===== config.mk =====
export PLATFORM = sky130hd
export DESIGN_NAME = stack_ctrl
export DESIGN_NICKNAME = d
export VERILOG_FILES = /design/src/rtl/stack_ctrl.sv
export SDC_FILE = /design/constraint.sdc
export NUM_CORES = 1
export LEC_CHECK = 0
export CAP_MARGIN = 20
export CORE_MARGIN = 2
export CORE_UTILIZATION = 47
export CTS_CLUSTER_DIAMETER = 60
export DETAILED_ROUTE_END_ITERATION = 6
export REMOVE_ABC_BUFFERS = 1
export SLEW_MARGIN = 25
export SYNTH_ARGS = -nofsm -noshare
export SYNTH_HDL_FRONTEND = slang
export SYNTH_SLANG_ARGS = --single-unit

===== constraint.sdc =====
create_clock -name clk -period 5.7 [get_ports clk]
set_clock_uncertainty 0.1 [all_clocks]
set_input_delay 1.14 -clock clk [delete_from_list [all_inputs] [get_ports clk]]
set_output_delay 1.14 -clock clk [all_outputs]
set_load 0.02 [all_outputs]

===== src/rtl/stack_ctrl.sv =====
// stack_ctrl: parametrised LIFO stack with registered top/peek, replace-top, sticky errors
//   clk          rising-edge clock
//   rst_n        asynchronous active-low reset
//   push_i       write data_i onto the stack
//   pop_i        remove top entry into data_o
//   data_i       push data
//   clear_err_i  synchronous clear of overflow/underflow
//   data_o       registered popped word
//   pop_valid_o  1-cycle pulse, data_o updated
//   top_o        registered top-of-stack (0 when empty)
//   count_o      number of entries, 0..DEPTH
//   empty_o      count == 0
//   full_o       count == DEPTH
//   overflow_o   sticky: push rejected because full
//   underflow_o  sticky: pop rejected because empty
module stack_ctrl #(
   parameter int STACK_WIDTH = 18,
   parameter int STACK_SIZE  = 4
) (
   input  logic                   clk,
   input  logic                   rst_n,
   input  logic                   push_i,
   input  logic                   pop_i,
   input  logic [STACK_WIDTH-1:0] data_i,
   input  logic                   clear_err_i,
   output logic [STACK_WIDTH-1:0] data_o,
   output logic                   pop_valid_o,
   output logic [STACK_WIDTH-1:0] top_o,
   output logic [STACK_SIZE:0]    count_o,
   output logic                   empty_o,
   output logic                   full_o,
   output logic                   overflow_o,
   output logic                   underflow_o
);
   localparam logic [STACK_SIZE:0] DEPTH = {1'b1, {STACK_SIZE{1'b0}}};
   logic [STACK_WIDTH-1:0] mem [0:(1<<STACK_SIZE)-1];
   logic [STACK_SIZE:0] count_q, count_d;
   logic [STACK_WIDTH-1:0] top_q, top_d, data_q, data_d;
   logic pv_d, pv_q, ovf_q, ovf_d, unf_q, unf_d;
   logic do_push, do_pop, rep, byp, we;
   logic [STACK_SIZE-1:0] waddr, below;
   assign empty_o = count_q == '0;
   assign full_o  = count_q == DEPTH;
   always_comb begin
      do_push = push_i & ~pop_i & ~full_o;
      do_pop  = pop_i & ~push_i & ~empty_o;
      rep     = push_i & pop_i & ~empty_o;
      byp     = push_i & pop_i & empty_o;
      we      = do_push | rep;
      // replace overwrites the current top slot; plain push writes the next free one
      waddr   = do_push ? count_q[STACK_SIZE-1:0] : count_q[STACK_SIZE-1:0] - 1'b1;
      // entry under the top; low bits wrap correctly when count == DEPTH
      below   = count_q[STACK_SIZE-1:0] - 2'd2;
      count_d = do_push ? count_q + 1'b1 : do_pop ? count_q - 1'b1 : count_q;
      top_d   = we ? data_i : do_pop ? (|count_q[STACK_SIZE:1] ? mem[below] : '0) : top_q;
      pv_d    = do_pop | rep | byp;
      data_d  = byp ? data_i : pv_d ? top_q : data_q;
      // a new error in the same cycle as clear_err wins
      ovf_d   = (push_i & ~pop_i & full_o) | (ovf_q & ~clear_err_i);
      unf_d   = (pop_i & ~push_i & empty_o) | (unf_q & ~clear_err_i);
   end
   always_ff @(posedge clk or negedge rst_n) begin
      if (!rst_n) begin
         count_q <= '0;
         top_q   <= '0;
         data_q  <= '0;
         pv_q    <= 1'b0;
         ovf_q   <= 1'b0;
         unf_q   <= 1'b0;
      end else begin
         count_q <= count_d;
         top_q   <= top_d;
         data_q  <= data_d;
         pv_q    <= pv_d;
         ovf_q   <= ovf_d;
         unf_q   <= unf_d;
      end
   end
   // storage is not reset; the write is gated so a reset cycle aborts the op
   always_ff @(posedge clk) begin
      if (rst_n && we) mem[waddr] <= data_i;
   end
   assign data_o      = data_q;
   assign pop_valid_o = pv_q;
   assign top_o       = top_q;
   assign count_o     = count_q;
   assign overflow_o  = ovf_q;
   assign underflow_o = unf_q;
endmodule


Word-level counts from Yosys, hierarchy flattened
Memory sizes are Yosys's and may differ from the RTL's.
Index checks and enable logic that the tools add are counted.
{"block": "op_classes", "eq_ne": 1, "n_mux": 10, "bitwise": 21, "reduce_logical": 6, "add_sub_neg": 4}
{"operator": "$mux W18", "n": 5}
{"operator": "$and A1 B1 Y1", "n": 11}
{"operator": "$mux W5", "n": 2}
{"operator": "$reduce_bool A2 Y1", "n": 3}
{"operator": "$add A5 B1 Y5 const B", "n": 1}
{"operator": "$eq A5 B5 Y1 const B", "n": 1}
{"operator": "$logic_not A5 Y1", "n": 1}
{"operator": "$not A1 Y1", "n": 5}
{"operator": "$or A1 B1 Y1", "n": 5}
{"operator": "$sub A5 B1 Y5 const B", "n": 1}
{"operator": "$mux W4", "n": 1}
{"operator": "$reduce_or A4 Y1", "n": 1}
{"operator": "$sub A4 B1 Y4 const B", "n": 1}
{"operator": "$sub A4 B2 Y4 const B", "n": 1}
{"operator": "$mux W1", "n": 2}
{"operator": "$logic_and A1 B1 Y1", "n": 1}
{"block": "word_totals", "in_bits": 23, "memories": 1, "regBits": 44, "ramBits": 288}
{"name": "mem", "words": 16, "word_bits": 18, "rd": 1, "rd_ports_with_merged_regs": 0, "write_ports": 1, "line_no": "36", "text": "logic [STACK_WIDTH-1:0] mem [0:(1<<STACK_SIZE)-1];"}

Depth between registers and ports, before layout
{"block": "depth", "word_depth": 7, "depth_mapped": 15, "ltp_nobuf": 11}

Least setup slack after synthesis
No wires, ideal clock.
{"block": "synth_path", "path_type": "flip-flop to flip-flop", "from": "register count_q[1] (netlist: count_o[1])", "to": "memory mem[10][0] (enable)", "setup_time_ps": 399, "setup_slack_ps": 1925, "path_stages_with_launch": 12, "arrival_time_ps": 3276, "n_path_buf": 4, "path_cell_list": "dfrtp_1 buf_6 buf_12 buf_12 inv_1 buf_2 ha_1 nand4bb_2 clkinv_1 o22ai_1 nand3_1 a21oi_1"}
{"block": "synth_between", "elab_chain_len": 7}
{"element": "start, declared", "line_no": "37", "text": "logic [STACK_SIZE:0] count_q, count_d;"}
{"element": "start signal, assigned", "line_no": "71", "text": "count_q <= count_d;"}
{"element": "$eq A5 B5 Y1 *", "line_no": "43", "text": "assign full_o = count_q == DEPTH;"}
{"element": "net full_o", "line_no": "31", "text": "output logic full_o,"}
{"element": "$not A1 Y1 *", "line_no": "45", "text": "do_push = push_i & ~pop_i & ~full_o;"}
{"element": "$and A1 B1 Y1 *", "line_no": "45"}
{"element": "$or A1 B1 Y1", "line_no": "49", "text": "we = do_push | rep;"}
{"element": "$logic_and A1 B1 Y1", "line_no": "81", "text": "if (rst_n && we) mem[waddr] <= data_i;"}
{"element": "$mux W1", "line_no": "81"}
{"element": "$mux W1 (not written as such)", "line_no": "81"}
{"element": "end, declared", "line_no": "36"}
The timed path passes the listed nets; every way through them passes the cells marked *.

Worst setup path in the final report
{"block": "layout_path", "from": "register count_q[1] (netlist: count_o[1])", "to": "output port empty_o"}
{"block": "layout_between", "elab_chain_len": 1}
{"element": "$logic_not A5 Y1", "line_no": "42", "text": "assign empty_o = count_q == '0;"}
{"element": "end, declared", "line_no": "30", "text": "output logic empty_o,"}
Every way passes these cells.

==> flow_metrics.env <==
export IMPL_synth_top_area_cell="edfxtp_1"
export IMPL_grt_pass1_wl_um=51100
export IMPL_dieArea_um2=30100
export IMPL_grtUsageMet3_pct=4.08
export IMPL_row_count=62
export IMPL_crit_path_end_kind="output pin"
export IMPL_track_usage_pct=22.9
export IMPL_yosysTopAreaCellShare_pct=64.0
export IMPL_yosys_most_used_dff="edfxtp_1"
export IMPL_startpoint_type="register"
export IMPL_post_cts_buffers=0
export IMPL_final_cell_area_um2=15800
export IMPL_final_util_pct=55.6
export IMPL_ir_worst_vdd_v=0.000293
export IMPL_start_util_pct=47.4
export IMPL_grt_use_met1_pct=32.7
export IMPL_clockBufferDepth=3
export IMPL_synth_cells=777
export IMPL_nets=888
export IMPL_timing_critical_path_to="empty_o"
export IMPL_drt_wirelength_per_cell_um=26.7
export IMPL_grt_overflow_total=0
export IMPL_cp_max_fo=24
export IMPL_clock_root_buffer="clkbuf_16"
export IMPL_busiest_layer="met2"
export IMPL_post_cts_resize_count=0
export IMPL_core_um2=28500
export IMPL_placed_cells=1203
export IMPL_dpl_cell_area_um2=14700
export IMPL_fin_crit_sh_pct=85.2
export IMPL_leakagePower_nw=5.11
export IMPL_wirelength_um=33900
export IMPL_antenna_found_initial=0
export IMPL_reg2reg_from="count_o[1]"
export IMPL_power_mw=8.66
export IMPL_firstDrtPassIters=5
export IMPL_postRouteAntennaNets=0
export IMPL_clk_pin_slew_ns=0.06
export IMPL_max_cap_violations=0
export IMPL_worstMarginPinSlew_ns=1.08
export IMPL_cts_tree="yes"
export IMPL_gr_usage_met2_pct=36.8
export IMPL_avgSynthCellArea_um2=17.4
export IMPL_async_flop_share_pct=13.3
export IMPL_grt_max_degree=57
export IMPL_worstHoldPathType="register to register"
export IMPL_reg2reg_to="mem[14][3]"
export IMPL_reg2reg_slack_ns=1.38
export IMPL_vias=7813
export IMPL_synth_edff_count=288
export IMPL_synthToLayoutAreaGrowth_pct=17.2
export IMPL_synthTopCellsByArea="edfxtp_1 (64%), dfrtp_1 (8.2%), mux4_2 (6.0%), mux2_2 (4.4%), o22ai_1 (1.7%)"
export IMPL_synth_commonest_cells="edfxtp_1 (288), mux2_2 (53), dfrtp_1 (44), a21oi_1 (38)"
export IMPL_ys_warn_count=0
export IMPL_numCtsBuffers=36
export IMPL_cts_hold_buffers=0
export IMPL_synth_most_common_cell="edfxtp_1"
export IMPL_synth_cell_types=54
export IMPL_post_route_min_period_ns=4.86
export IMPL_worstSetupPathType="register to output pin"
export IMPL_clk_latency_ns=0.51
export IMPL_rsz0062_at_grt="no"
export IMPL_io_buffers=68
export IMPL_synth_seq_cells=332
export IMPL_max_slew_margin_pct=28.2
export IMPL_drive_gt1_share_pct=22.6
export IMPL_htree_levels=2
export IMPL_final_max_slew_viol_count=0
export IMPL_die_w_um=174
export IMPL_tns_ns=0
export IMPL_arrival_ns=3.62
export IMPL_drc=0
export IMPL_finalWeightedCongestion=0.868
export IMPL_routed_via_density=6.16
export IMPL_syn_area_um2=13500
export IMPL_clock_sinks=332
export IMPL_crit_start="count_o[1]"
export IMPL_setup_viol=0
export IMPL_outcome="completed"
export IMPL_fmax_mhz=206
export IMPL_p_per_area_nw_per_um2=547
export IMPL_instances_no_fill=1268
export IMPL_r2r_cells=9
export IMPL_first_global_vias=8053
export IMPL_crit_required_ns=4.46
export IMPL_io_pins=69
export IMPL_fp_dieH_um=174
export IMPL_drt_iter0_drc=775
export IMPL_n_antenna_cell=0
export IMPL_seq_area_frac_synth_pct=72.2
export IMPL_hold_viol=0
export IMPL_hpwlAfterDp_um=20500
## area by class of cell
class                      instances  area [um2]
fill                            2273       12600
sequential                       332        9750
multi-input combinational        387        3540
clock buffer                      46        1010
timing repair buffer              93         863
tap                              384         480
clock inverter                    19         154
inverter                           7        26.3
## critical path: stages (launching register included)
cell,delay (ns)
dfrtp_4,0.61
inv_1,0.82
ha_1,0.37
nor4b_4,0.21
buf_4,0.40
clkdlybuf4s50_1,0.68
## state kept, by name, indices dropped and copies added (netlist names)
signal and cells:
mem 288, data_o 18, top_o 18, count_o 5, overflow_o 1, pop_valid_o 1
underflow_o 1
## report_power, final
part | switching (mW) | internal, mW | total (mW)
Clock | 0.910 | 1.34 | 2.25
Combinational | 1.83 | 1.40 | 3.23
Sequential | 0.241 | 2.93 | 3.17
## layer usage
layer  routed length (um)  part of all wire (%)
met4                  720                   2.1
met2                16100                    47
met1                14500                    43
met5                    0                     0
met3                 2620                   7.7
## layout by cell type, fill, tap and decap left out, types with 14 or more instances in the layout
master	count
nor2_1	37
o22a_1	18
o22ai_1	37
a21oi_2	14
clkbuf_16	36
a21oi_1	21
o21a_1	18
dfrtp_1	43
buf_4	25
clkdlybuf4s50_1	67
edfxtp_1	288
mux2_2	53
a22oi_1	18
nand3_1	23
o221ai_1	19
mux4_2	36
## how the worst min path moves through the flow
stage,from,end,cells after the start
after floorplan,underflow_o,underflow_o,1
after global placement,underflow_o,underflow_o,1
after detailed placement,underflow_o,underflow_o,1
after CTS,data_o[7],data_o[7],2
after global routing,underflow_o,underflow_o,1
final,data_o[7],data_o[7],2
## cells by family after synthesis
kind of cell / synth area share [%]
DFF: 72.2
buffers and inverters: 2.37
and+or+nand+nor: 3.46
AOI/OAI and AO/OA: 10.1
adders and majority gates: 0.797
xor gates and xnor gates: 0.454
muxes: 10.7
## stage by stage
step | hold WS (ns) | worst slack [ns]
2_1_floorplan | 0.508 | -1.12
3_3_place_gp | 0.387 | 1.06
3_5_place_dp | 0.420 | 1.00
4_1_cts | 0.433 | 0.846
5_1_grt | 0.438 | 0.762
6_report | 0.427 | 0.842
Note: power is estimated with default switching activity, not from simulation.
